<file path="src/rtl/tv80_reg_xfer.sv">
// Save-state/debug sequencer for the TV80 register file: freezes the core at an
// instruction boundary and streams selected register pairs out (dump) or in (load).
`timescale 1ns/1ps

module tv80_reg_xfer #(
  parameter int NPAIRS  = 8,
  parameter int TIMEOUT = 255
) (
  input  logic       clk,
  input  logic       reset,
  input  logic       cpu_cen_in,
  input  logic       cpu_boundary,
  output logic       cpu_cen_out,
  input  logic       cmd_valid,
  output logic       cmd_ready,
  input  logic       cmd_load,
  input  logic [7:0] cmd_mask,
  input  logic [2:0] core_addra,
  input  logic [7:0] core_dih,
  input  logic [7:0] core_dil,
  input  logic       core_weh,
  input  logic       core_wel,
  input  logic [2:0] core_addrc,
  output logic [2:0] rf_addra,
  output logic [7:0] rf_dih,
  output logic [7:0] rf_dil,
  output logic       rf_weh,
  output logic       rf_wel,
  output logic       rf_cen,
  output logic [2:0] rf_addrc,
  input  logic [7:0] rf_doch,
  input  logic [7:0] rf_docl,
  output logic [7:0] dout_data,
  output logic       dout_valid,
  input  logic       dout_ready,
  input  logic [7:0] din_data,
  input  logic       din_valid,
  output logic       din_ready,
  output logic       busy,
  output logic       done,
  output logic       err
);

  localparam logic [3:0] IDX_END = 4'(NPAIRS);
  localparam logic [7:0] CNT_END = 8'(TIMEOUT);

  typedef enum logic [3:0] {
    S_IDLE, S_WAIT_SYNC, S_SEL, S_DUMP_H, S_DUMP_L,
    S_LOAD_H, S_LOAD_L, S_WR, S_DONE
  } state_t;

  state_t     state, state_nxt;
  logic [3:0] idx;
  logic [7:0] cnt;
  logic       load_r;
  logic [7:0] mask_r;
  logic       frozen;
  logic [7:0] hold;
  logic [7:0] low;

  logic [7:0] cnt_inc;
  logic       sel_end;
  logic       sel_hit;
  logic       pass;

  assign cnt_inc = cnt + 8'd1;
  assign sel_end = (idx >= IDX_END);
  assign sel_hit = mask_r[idx[2:0]];

  // A command that never froze the core (empty mask or sync timeout) keeps the
  // core running through DONE, so its register writes must still reach the file.
  assign pass = (state == S_IDLE) || (state == S_WAIT_SYNC) ||
                ((state == S_DONE) && !frozen);

  assign cmd_ready = (state == S_IDLE);
  assign busy      = (state != S_IDLE);
  assign done      = (state == S_DONE);

  // NOTE: state registers use non-blocking assignments so every flop samples
  // the pre-edge value of its peers regardless of statement order.
  always_ff @(posedge clk) begin
    state <= state_nxt;
    if (reset) begin
      state  <= S_IDLE;
      idx    <= '0;
      cnt    <= '0;
      load_r <= 1'b0;
      mask_r <= '0;
      frozen <= 1'b0;
      err    <= 1'b0;
    end else begin
      case (state)
        S_IDLE: if (cmd_valid) begin
          load_r <= cmd_load;
          mask_r <= cmd_mask;
          err    <= 1'b0;
          frozen <= 1'b0;
          idx    <= '0;
          cnt    <= '0;
        end
        S_WAIT_SYNC: begin
          if (cpu_boundary) begin
            frozen <= 1'b1;
          end else begin
            cnt <= cnt_inc;
            if (cnt_inc == CNT_END) err <= 1'b1;
          end
        end
        S_SEL:    if (!sel_end && !sel_hit) idx <= idx + 4'd1;
        S_DUMP_L: if (dout_ready) idx <= idx + 4'd1;
        S_WR:     idx <= idx + 4'd1;
        default: ;
      endcase
    end
  end

  // NOTE: byte holding registers carry data only; their contents are never
  // observed before being written, so they are deliberately left unreset.
  always_ff @(posedge clk) begin
    if (state == S_LOAD_H && din_valid) hold <= din_data;
    if (state == S_LOAD_L && din_valid) low  <= din_data;
  end

  // NOTE: every combinational output gets a default first so no path through
  // the case statements can leave a value unassigned and infer a latch.
  always_comb begin
    state_nxt = state;
    case (state)
      S_IDLE:      if (cmd_valid) state_nxt = (cmd_mask == 8'h00) ? S_DONE : S_WAIT_SYNC;
      S_WAIT_SYNC: begin
        if (cpu_boundary)           state_nxt = S_SEL;
        else if (cnt_inc == CNT_END) state_nxt = S_DONE;
      end
      S_SEL: begin
        if (sel_end)      state_nxt = S_DONE;
        else if (sel_hit) state_nxt = load_r ? S_LOAD_H : S_DUMP_H;
      end
      S_DUMP_H: if (dout_ready) state_nxt = S_DUMP_L;
      S_DUMP_L: if (dout_ready) state_nxt = S_SEL;
      S_LOAD_H: if (din_valid)  state_nxt = S_LOAD_L;
      S_LOAD_L: if (din_valid)  state_nxt = S_WR;
      S_WR:     state_nxt = S_SEL;
      S_DONE:   state_nxt = S_IDLE;
      default:  state_nxt = S_IDLE;
    endcase
  end

  always_comb begin
    cpu_cen_out = 1'b0;
    rf_addra    = idx[2:0];
    rf_dih      = hold;
    rf_dil      = low;
    rf_weh      = 1'b0;
    rf_wel      = 1'b0;
    rf_cen      = 1'b0;
    rf_addrc    = idx[2:0];
    dout_data   = 8'h00;
    dout_valid  = 1'b0;
    din_ready   = 1'b0;

    if (pass) begin
      rf_addra    = core_addra;
      rf_dih      = core_dih;
      rf_dil      = core_dil;
      rf_weh      = core_weh;
      rf_wel      = core_wel;
      rf_cen      = cpu_cen_in;
      rf_addrc    = core_addrc;
      // The freeze takes effect in the very cycle the boundary is seen.
      cpu_cen_out = (state == S_WAIT_SYNC) ? (cpu_cen_in & ~cpu_boundary) : cpu_cen_in;
    end

    case (state)
      S_DUMP_H: begin
        dout_valid = 1'b1;
        dout_data  = rf_doch;
      end
      S_DUMP_L: begin
        dout_valid = 1'b1;
        dout_data  = rf_docl;
      end
      S_LOAD_H, S_LOAD_L: din_ready = 1'b1;
      S_WR: begin
        rf_weh = 1'b1;
        rf_wel = 1'b1;
        rf_cen = 1'b1;
      end
      default: ;
    endcase
  end

endmodule

</file>
<file path="config.mk">
export PLATFORM = sky130hd
export DESIGN_NAME = tv80_reg_xfer
export DESIGN_NICKNAME = d
export VERILOG_FILES = /design/src/rtl/tv80_reg_xfer.sv
export SDC_FILE = /design/constraint.sdc
export NUM_CORES = 1
export LEC_CHECK = 0
export ABC_AREA = 1
export BUFFER_PORTS_ARGS = -buffer_cell sky130_fd_sc_hd__buf_2
export CAP_MARGIN = 20
export CORE_MARGIN = 1
export CORE_UTILIZATION = 50
export CTS_CLUSTER_DIAMETER = 40
export CTS_CLUSTER_SIZE = 25
export DETAILED_ROUTE_END_ITERATION = 16
export PLACE_DENSITY = 0.79
export SYNTH_ARGS = -nofsm -noshare
export SYNTH_HDL_FRONTEND = slang
export SYNTH_SLANG_ARGS = --single-unit
</file>
<file path="constraint.sdc">
create_clock -name clk -period 3.7 [get_ports clk]
set_input_delay 0.74 -clock clk [delete_from_list [all_inputs] [get_ports clk]]
set_output_delay 0.74 -clock clk [all_outputs]
set_load 0.05 [all_outputs]
</file>
# Word-level counts from Yosys, hierarchy flattened
# Cells that the tools add are included.
[totals]
ff_bits = 43
out_inout_bits = 40
[op_classes]
addsub = 2
n_lt_le_gt_ge = 2
eq_ne = 20
mux = 42
n_bitwise = 2
n_reduce_logical = 22
[op_table]
columns = ["operator", "n"]
rows = [
  ["4-bit two-way mux", 13],
  ["8-bit two-way mux", 4],
  ["4-bit case mux with 8 select lines", 1],
  ["8-bit case mux with 2 select lines", 2],
  ["4-bit by 3-bit equality test with 1-bit output, second input constant", 4],
  ["2-bit inequality test, second input constant", 8],
  ["4-bit case mux with 4 select lines", 1],
  ["1-bit two-way mux", 15],
  ["3-bit two-way mux", 3],
  ["8-bit by 1-bit adder with 8-bit output, second input constant", 1],
  ["4-bit by 2-bit equality test with 1-bit output, second input constant", 2],
  ["8-bit equality test, second input constant", 1],
  ["8-bit logical NOT", 1],
  ["4-bit AND reduction", 2],
  ["4-bit nonzero test", 2],
  ["7-bit AND reduction", 1],
  ["3-bit AND reduction", 2],
  ["4-bit by 1-bit adder with 4-bit output, second input constant", 1],
  ["4-bit by 1-bit equality test with 1-bit output, second input constant", 1],
  ["4-bit equality test, second input constant", 1],
  ["4-bit greater-or-equal comparator, second input constant", 1],
  ["1-bit logical AND", 4],
  ["4-bit logical NOT", 1],
  ["3-bit by 4-bit less-than comparator with 1-bit output, second input constant", 1],
  ["12 further kinds", 17],
]

# Depth between registers and ports, before layout
# Gate-level depths: netlist of the first run.
[logic_depth]
word_depth = 6
mapped_depth = 12
mapped_depth_nobuf = 12

# Worst setup path before layout of the first run
# No wires, ideal clock.
[synth_path]
path_type = "reg2out"
start = "register state[1]"
end = "output port rf_dih[0]"
arrival_ns = 2.056
t_required_ns = 2.960
path_slack_ns = 0.904
stages_incl_launch_ff = 9
n_path_buf = 1
path_cell_list = "dfxtp_1 > inv_2 > nand2_2 > nor3_2 > nand2_1 > nand2_2 > buf_2 > nand2_1 > nand2_1"
[synth_via]
elab_chain_len = 4
word_cells_on_any_way = 7
[synth_rtl]
columns = ["element", "line_no", "text"]
rows = [
  ["start, declared", "52", "state_t state, state_nxt;"],
  ["start signal, assigned", "82", "state <= state_nxt;"],
  ["4-bit equality test", "--", ""],
  ["via done", "40", "output logic done,"],
  ["1-bit logical AND", "73", "((state == S_DONE) && !frozen);"],
  ["1-bit logical OR", "72", "assign pass = (state == S_IDLE) || (state == S_WAIT_SYNC) ||"],
  ["8-bit two-way mux", "161", "if (pass) begin"],
  ["end, declared", "25", "output logic [7:0] rf_dih,"],
]
# The timed path passes the listed nets, and every way through them passes these cells.

# Final worst setup path of the first run
[layout_path]
start = "register state[1]"
end = "output port rf_addra[2]"
[layout_via]
elab_chain_len = 4
word_cells_on_any_way = 7
[layout_rtl]
columns = ["element", "line_no", "text"]
rows = [
  ["4-bit by 1-bit equality test with 1-bit output, or another cell as far along", "72", ""],
  ["1-bit logical OR or 1-bit logical AND (tied branches)", "72, 73", ""],
  ["1-bit logical OR *", "72", ""],
  ["3-bit two-way mux *", "161", ""],
  ["end, declared", "24", "output logic [2:0] rf_addra,"],
]
# Every way passes the cells marked *; elsewhere a longest branch is shown, timed or not.

==> run metrics, run 1 <==
design area 3070 sq um; Synth Register Bits 43; area share of the largest cell type after synthesis 22.2%; Longest Clk Path Bufs 2; initial antenna violation count 0; Num CTS Buffers 5; clock group share of total power 13.1%; router iterations before antenna repair 4; critical path class reg -> out; Worst EP arrival 2170 ps; sw power 1.36 mW; total clock sinks 43; crit path time final 2910 ps; postcts setup bufs 0; Layout Utilization 65.4%; maximum VDD drop 359 uV; Layout Nets 506; Setup-failing EPs final 0; Synth area leader dfxtp_1; unrepaired setup endpoints after global routing no; Syn Nets 405; max cap viols 0; Distinct cells, synth 32; gr ovfl total 0; starting density of the core 51.8%; Cell Rows 25; Overall Global Routing Usage 24.3%; first-pass GRT wire length 9670 microns; period utilization 78.7%; Boundary Pins 104; die area 5150 sq um; status complete, no violations; drt wl/cell 12.3 microns; Ant. Diodes 0; Slew headroom 51.6%; Final GP Congestion 0.881; fin. max-slew vios 0; Fin Setup TNS 0 ps; Avg Inst Size Synth 7.21 sq um; Clock Skew 10.0 ps; Flop pwr share 25.4%; largest net degree at the start of global routing 28; Area contributors post-synth dfxtp_1 (22%), nand2_1 (20%), edfxtp_1 (20%), nand3_1 (6.0%), a21oi_1 (5.4%); Clk Tree Root Cell clkbuf_8; core box area 4690 sq um; CP Launch Type flip-flop; FMAX 0.344 GHz; fillers 441; Cells after Synth 337; DRT Wirelength 6060 microns; register area share after synthesis 42.0%; CP max FO 27; layout cells sized above 1 31.9%; via count 2,489; Hold Fails Final Rpt 0; Die Span Y 71.7 microns; Syn Std Cell Area 2430 sq um; CP required 2960 ps; vias per cell 5.05; Clk pin slew, worst setup/hold paths 80 ps; Hold WC Path Type reg -> reg; clk_lat worst skew 310 ps; post-route DRC violation count 0; Power Dens Cells 774 nW/um^2; CTS tree done; Gate power share 61.6%; die width 71.7 microns; DR iter-0 viols 152; overall power 2.38 mW; P&R area growth vs syn 26.2%; P_leak 1.51 nW; YS warnings 0; HPWL Detailed 4670 microns; H-tree Lvls 2; Tightest Pin Transition 724 ps; Worst Setup End Kind primary output; IO Port Bufs 103; Area after DPL 2970 sq um; P_int 1.02 mW; remaining antenna violation count 0; Sw Ratio 57.1%; cts-stage hold buffer count 0; vias in the first global route 2,183; PostCTS Resize Cnt 0
layout make-up:
class	instances	area (sq um)	area share [%]
Timing Repair Buffer	103	515	16.8
Sequential cell	43	1020	33.3
Tap cell	54	67.6	2.20
Clock inverter	3	25.0	0.816
Multi-Input combinational cell	256	1260	41.0
Inverter	29	111	3.63
Clock buffer	5	68.8	2.24
power groups by stage:
stage / combinational (mW) / sequential [mW] / clock [mW]
global placement: 1.45 / 0.612 / 0
detailed placement: 1.46 / 0.613 / 0
global route: 1.57 / 0.612 / 0.333
finish: 1.46 / 0.603 / 0.310
floorplan: 1.17 / 0.605 / 0
CTS: 1.46 / 0.602 / 0.312
flip-flops by register name, indices dropped and copies added, names as in the netlist:
register,count
load_r,1
hold,8
state,4
err,1
cnt,8
frozen,1
idx,4
mask_r,8
low,8
critical path: stages (launching register included):
cell     delay, ps
dfxtp_1        470
inv_2           70
nand2_2        120
nor3_2          50
nand2_1         80
nand2_2        280
inv_2          350
nand2_1        120
nand2_1         70
buf_2          250
metal layers:
metal | GRT usage [%] | part of all wire [%] | vias up
met5 | 0 | 0 | -
met4 | 9.37 | 1.8 | 0
met3 | 5.06 | 6.3 | 10
met2 | 42.1 | 47 | 87
met1 | 29.5 | 45 | 1091
li1 | - | - | 1301
stage by stage:
stage | instances | worst slack, ps | hold WS, ps
5_1_grt | 493 | 580 | 484
6_report | 493 | 789 | 467
4_1_cts | 493 | 785 | 468
3_3_place_gp | 485 | 1200 | 450
3_5_place_dp | 485 | 1130 | 457
2_1_floorplan | 337 | 904 | 433
cells by family after synthesis:
group,share of synthesized area [%]
xor+xnor,2.16
flops,42.0
compound gates,9.88
simple gates,37.7
fa+ha+maj,2.06
buf+inv,6.23
layout by cell type, fill, tap and decap left out, drive strengths merged:
master	n
buf	103
a221oi	1
edfxtp	16
nand3b	1
or2	2
dfxtp	27
a211oi	1
clkinvlp	1
ha	4
nand4	7
a22o	8
nor2	25
nand3	31
inv	27
o21ai	4
a21oi	26
clkinv	4
clkbuf	5
xor2	5
xnor2	1
nand2	136
nor3	4
Yosys cell counts (all sizes together):
library cell,n
buf,6
clkbuf,3
nor2,25
edfxtp,16
a22o,8
a211oi,1
nand2,136
inv,27
a221oi,1
nand3b,1
clkinv,2
nand4,7
xor2,5
dfxtp,27
or2,2
ha,4
a21oi,26
nand3,31
o21ai,4
xnor2,1
nor3,4
worst paths after layout:
path | endpoint | slack [ps] | start | cells past startpoint
worst max-delay path | rf_addra[2] | 790 | state[1]$_SDFFE_PP0P_ | 9
worst min-delay path | mask_r[1]$_SDFFE_PP0P_ | 470 | mask_r[1]$_SDFFE_PP0P_ | 2
worst max register to register | cnt[7]$_SDFFE_PP0P_ | 1900 | state[1]$_SDFFE_PP0P_ | 10
worst min register to register | mask_r[1]$_SDFFE_PP0P_ | 470 | mask_r[1]$_SDFFE_PP0P_ | 2
Note: power is estimated with default switching activity, not from simulation.
==> run 2, diff against run 1 <==
- CORE_UTILIZATION: 50 -> 43
- PLACE_DENSITY: 0.79 -> 0.72
- clock period: 3.7 -> 2.5 ns (I/O delays scaled with it)
==> run metrics, run 2 (synthesized netlist as in run 1, its figures left out) <==
critical path class reg -> out; IO Port Bufs 103; Overall Global Routing Usage 21.9%; DRT Wirelength 6370 microns; gr ovfl total 0; Num CTS Buffers 5; router iterations before antenna repair 4; maximum VDD drop 671 uV; R2R setup slack 630 ps; Fin Setup TNS 0 ps; H-tree Lvls 2; largest net degree at the start of global routing 27; Tightest Pin Transition 753 ps; CP max stage delay 390 ps; vias per cell 4.95; max cap viols 0; CP most frequent cell nand2_1; Hold Path Depth 1; Ant. Diodes 0; min-delay src din_data[7]; Die Span Y 77.2 microns; Final GP Congestion 0.858; Cell Rows 27; total clock sinks 43; Hold WC Path Type in -> reg; Clock Skew 7.89 ps; core box area 5470 sq um; remaining antenna violation count 0; post-route DRC violation count 0; Worst EP arrival 1840 ps; worst r2r src state[1]$_SDFFE_PP0P_; die area 5960 sq um; postcts setup bufs 0; Layout Nets 507; R2R Path End cnt[7]$_SDFFE_PP0P_; hold endpoint low[7]$_DFFE_PP_; CP required 2000 ps; GRT Max-Usage Layer met2; unrepaired setup endpoints after global routing no; GRT met1 Usage 27.6%; CTS tree done; crit path time final 2340 ps; layout cells sized above 1 32.0%; Clk Tree Root Cell clkbuf_8; DR iter-0 viols 134; P&R area growth vs syn 27.7%; via count 2,532; CP max FO 26; starting density of the core 44.4%; Slew headroom 49.6%; Clk pin slew, worst setup/hold paths 90 ps; CP Launch Type flip-flop; FMAX 0.427 GHz; largest delay contributor family on the critical path simple AND/OR/NAND/NOR gates; worst hold margin 381 ps; status complete, no violations; HPWL Detailed 4910 microns; worst path cell trace inv_2 > nand2_2 > nor3_4 > nand2_1 > nand2_2 > buf_6 > nand2_1 > nand2_1 > buf_2; met2 Use GR 37.3%; die width 77.2 microns; period utilization 93.7%; initial antenna violation count 0; most frequent cells in the layout nand2_1 (132), buf_2 (103), nand3_1 (29); CP Buf/Inv Count 3; drt wl/cell 12.4 microns; met3 usage 5.36%; vias in the first global route 2,277; fillers 538; clk_lat worst skew 300 ps; Layout Utilization 56.7%; Boundary Pins 104; commonest non-fill, non-tap cell in the layout nand2_1; Setup-failing EPs final 0; overall power 3.53 mW; Hold Fails Final Rpt 0; P_leak 1.51 nW; Worst Reg-to-Reg Cells 10; first-pass GRT wire length 10,400 microns; Crit-path slowest cell dfxtp_1; fin. max-slew vios 0; Longest Clk Path Bufs 2; Worst Setup End Kind primary output; Power Dens Cells 1140 nW/um^2
## run 2: per-layer routing
layer | routed length, microns | vias up
met3 | 359 | 6
met5 | 0 | -
met2 | 3010 | 88
met1 | 2950 | 1134
li1 | - | 1304
met4 | 55 | 0
## run 2: how the worst max path moves through the flow
| stage | from | to | slack, ps | depth (start not counted) |
|---|---|---|---|---|
| 4_1_cts | state[1]$_SDFFE_PP0P_ | rf_addrc[0] | 90 | 9 |
| 2_1_floorplan | state[1]$_SDFFE_PP0P_ | rf_dih[0] | 170 | 8 |
| 6_report | state[1]$_SDFFE_PP0P_ | rf_dih[3] | 160 | 9 |
| 5_1_grt | state[0]$_SDFFE_PP0P_ | rf_dih[3] | 40 | 9 |
| 3_5_place_dp | state[1]$_SDFFE_PP0P_ | rf_addrc[0] | 450 | 9 |
| 3_3_place_gp | state[1]$_SDFFE_PP0P_ | rf_addra[0] | 500 | 9 |
## run 2: final cells by class
| class | count | area (sq um) | share of cell area [%] |
|---|---|---|---|
| Tap cell | 72 | 90.1 | 2.90 |
| Clock inverter | 3 | 20.0 | 0.645 |
| Timing Repair Buffer | 104 | 527 | 17.0 |
| Sequential cell | 43 | 1020 | 32.9 |
| Multi-Input combinational cell | 256 | 1260 | 40.7 |
| Clock buffer | 5 | 68.8 | 2.22 |
| Inverter | 29 | 114 | 3.67 |
## run 2: where the power goes
part | switching (mW) | internal (mW) | leakage [nW]
combinational | 1.68 | 0.520 | 1.11
sequential | 0.0803 | 0.808 | 0.364
clock | 0.247 | 0.194 | 0.0402
## run 2: what timing repair did
| action | 4_1_cts | 5_1_grt |
|---|---|---|
| resized for setup | 0 | 3 |
| hold buffers | 0 | 0 |
| setup endpoints to repair | 0 | 10 |
## run 2: metrics by stage
| step | cell area, sq um | worst slack [ps] | cells |
|---|---|---|---|
| floorplan | 2440 | 172 | 337 |
| global placement | 3010 | 497 | 504 |
| detailed placement | 3010 | 447 | 504 |
| CTS | 3100 | 90.8 | 512 |
| global route | 3110 | 35.5 | 512 |
| finish | 3110 | 157 | 512 |
==> run 3, diff against run 2 <==
- CORE_UTILIZATION: 43 -> 45
- CTS_BUF_LIST: not set -> sky130_fd_sc_hd__clkbuf_8
- PLACE_DENSITY: 0.72 -> 0.75
==> run metrics, run 3 (synthesized netlist as in run 1, its figures left out) <==
die width 75.5 microns; CP max stage delay 370 ps; Flop pwr share 24.3%; P_int 1.66 mW; worst slack, placed 292 ps; Finished Layout Cells 511; clock group share of total power 14.3%; post-route DRC violation count 0; fin. max-slew vios 0; DRT Wirelength 6100 microns; layout cells sized above 1 32.2%; crit path time final 2350 ps; CP max FO 15; min-delay src din_data[7]; CP most frequent cell nand2_1; HPWL Detailed 4710 microns; Tightest Pin Transition 772 ps; P_leak 1.54 nW; IO Port Bufs 103; postcts setup bufs 0; CTS tree done; Longest Clk Path Bufs 2; clk_lat worst skew 300 ps; period utilization 93.9%; Setup-failing EPs final 0; multi-input combinational cell area 1270 sq um; Cell Rows 26; FMAX 0.426 GHz; most frequent cells in the layout nand2_1 (132), buf_2 (92), nand3_1 (29); sw power 2.01 mW; Slew headroom 48.4%; Area after DPL 3020 sq um; Ant. Diodes 0; Fin Setup TNS 0 ps; CP required 2000 ps; Layout Nets 508; fillers 492; unrepaired setup endpoints after global routing yes; Sw Ratio 54.7%; first-pass GRT wire length 9490 microns; Boundary Pins 104; Clk pin slew, worst setup/hold paths 80 ps; worst path cell trace inv_2 > nand2_2 > nor3_4 > nand2_1 > nand2_4 > buf_6 > nand2_1 > nand2_1 > buf_2; Overall Global Routing Usage 21.9%; H-tree Lvls 2; final worst-path setup slack 152 ps; starting density of the core 47.3%; Power Dens Cells 1160 nW/um^2; drt wl/cell 11.9 microns; Final GP Congestion 0.886; Clock Skew 7.35 ps; Hold WC Path Type in -> reg; FF/Latch Area 1020 sq um; Crit-path slowest cell dfxtp_1; total clock sinks 43; core box area 5140 sq um; Gate power share 61.3%; vias in the first global route 2,177; Die Span Y 75.5 microns; router iterations before antenna repair 4; status complete, no violations; via count 2,531; max cap viols 0; vias per cell 4.95; DR iter-0 viols 135; gr ovfl total 0; Worst Setup End Kind primary output; initial antenna violation count 0; Num CTS Buffers 5; commonest non-fill, non-tap cell in the layout nand2_1; Worst setup startpoint state[0]$_SDFFE_PP0P_; largest net degree at the start of global routing 23; worst r2r src state[0]$_SDFFE_PP0P_; P&R area growth vs syn 30.1%; critical path class reg -> out; cts-stage hold buffer count 0; Hold Fails Final Rpt 0; remaining antenna violation count 0; CP Launch Type flip-flop; maximum VDD drop 630 uV; Placed Cells 503; Worst EP arrival 1850 ps; design area 3160 sq um; worst hold margin 389 ps; Clk Tree Root Cell clkbuf_8; die area 5700 sq um
-- run 3: final cells by class --
class                           instances  area share (%)
Timing Repair Buffer                  105            17.8
Sequential cell                        43            32.3
Inverter                               29            3.60
Clock buffer                            5            2.18
Clock inverter                          3            1.23
Tap cell                               70            2.77
Multi-Input combinational cell        256            40.2
-- run 3: power by group through the flow --
| stage | Combinational, mW | Clock, mW | Sequential (mW) |
|---|---|---|---|
| 2_1_floorplan | 1.74 | 0 | 0.898 |
| 3_3_place_gp | 2.16 | 0 | 0.906 |
| 3_5_place_dp | 2.19 | 0 | 0.908 |
| 4_1_cts | 2.21 | 0.539 | 0.891 |
| 5_1_grt | 2.45 | 0.572 | 0.908 |
| 6_report | 2.25 | 0.527 | 0.894 |
-- run 3: what timing repair did --
item	CTS	global route
resized for setup	2	13
setup endpoints to repair	4	17
cloned	0	0
-- run 3: layer usage --
layer / share of wire, % / wire length (microns) / vias up / GRT usage, %
li1: - / - / 1308 / -
met1: 44 / 2670 / 1113 / 26.5
met2: 46 / 2830 / 100 / 38.4
met3: 8.4 / 514 / 10 / 4.50
met4: 1.4 / 83 / 0 / 7.82
met5: 0 / 0 / - / 0
-- run 3: final timing paths --
check                           cells after the start  slack (ps)                  end
worst max-delay path                                9         150            rf_dil[5]
worst min-delay path                                1         390    hold[7]$_DFFE_PP_
worst max register to register                     10         690  cnt[7]$_SDFFE_PP0P_
worst min register to register                      2         460  frozen$_SDFFE_PP0P_
-- run 3: critical path: cells and delay by family (launching register included) --
family                 cells  cell delay [ps]
buffers and inverters      3              550
AND/OR/NAND/NOR            6              630
flip-flops                 1              370
-- run 3: metrics by stage --
| stage | power (mW) | utilization [%] |
|---|---|---|
| floorplan | 2.64 | - |
| global placement | 3.07 | 58.7 |
| detailed placement | 3.10 | 58.7 |
| CTS | 3.64 | 60.9 |
| global route | 3.93 | 61.5 |
| finish | 3.67 | 61.5 |
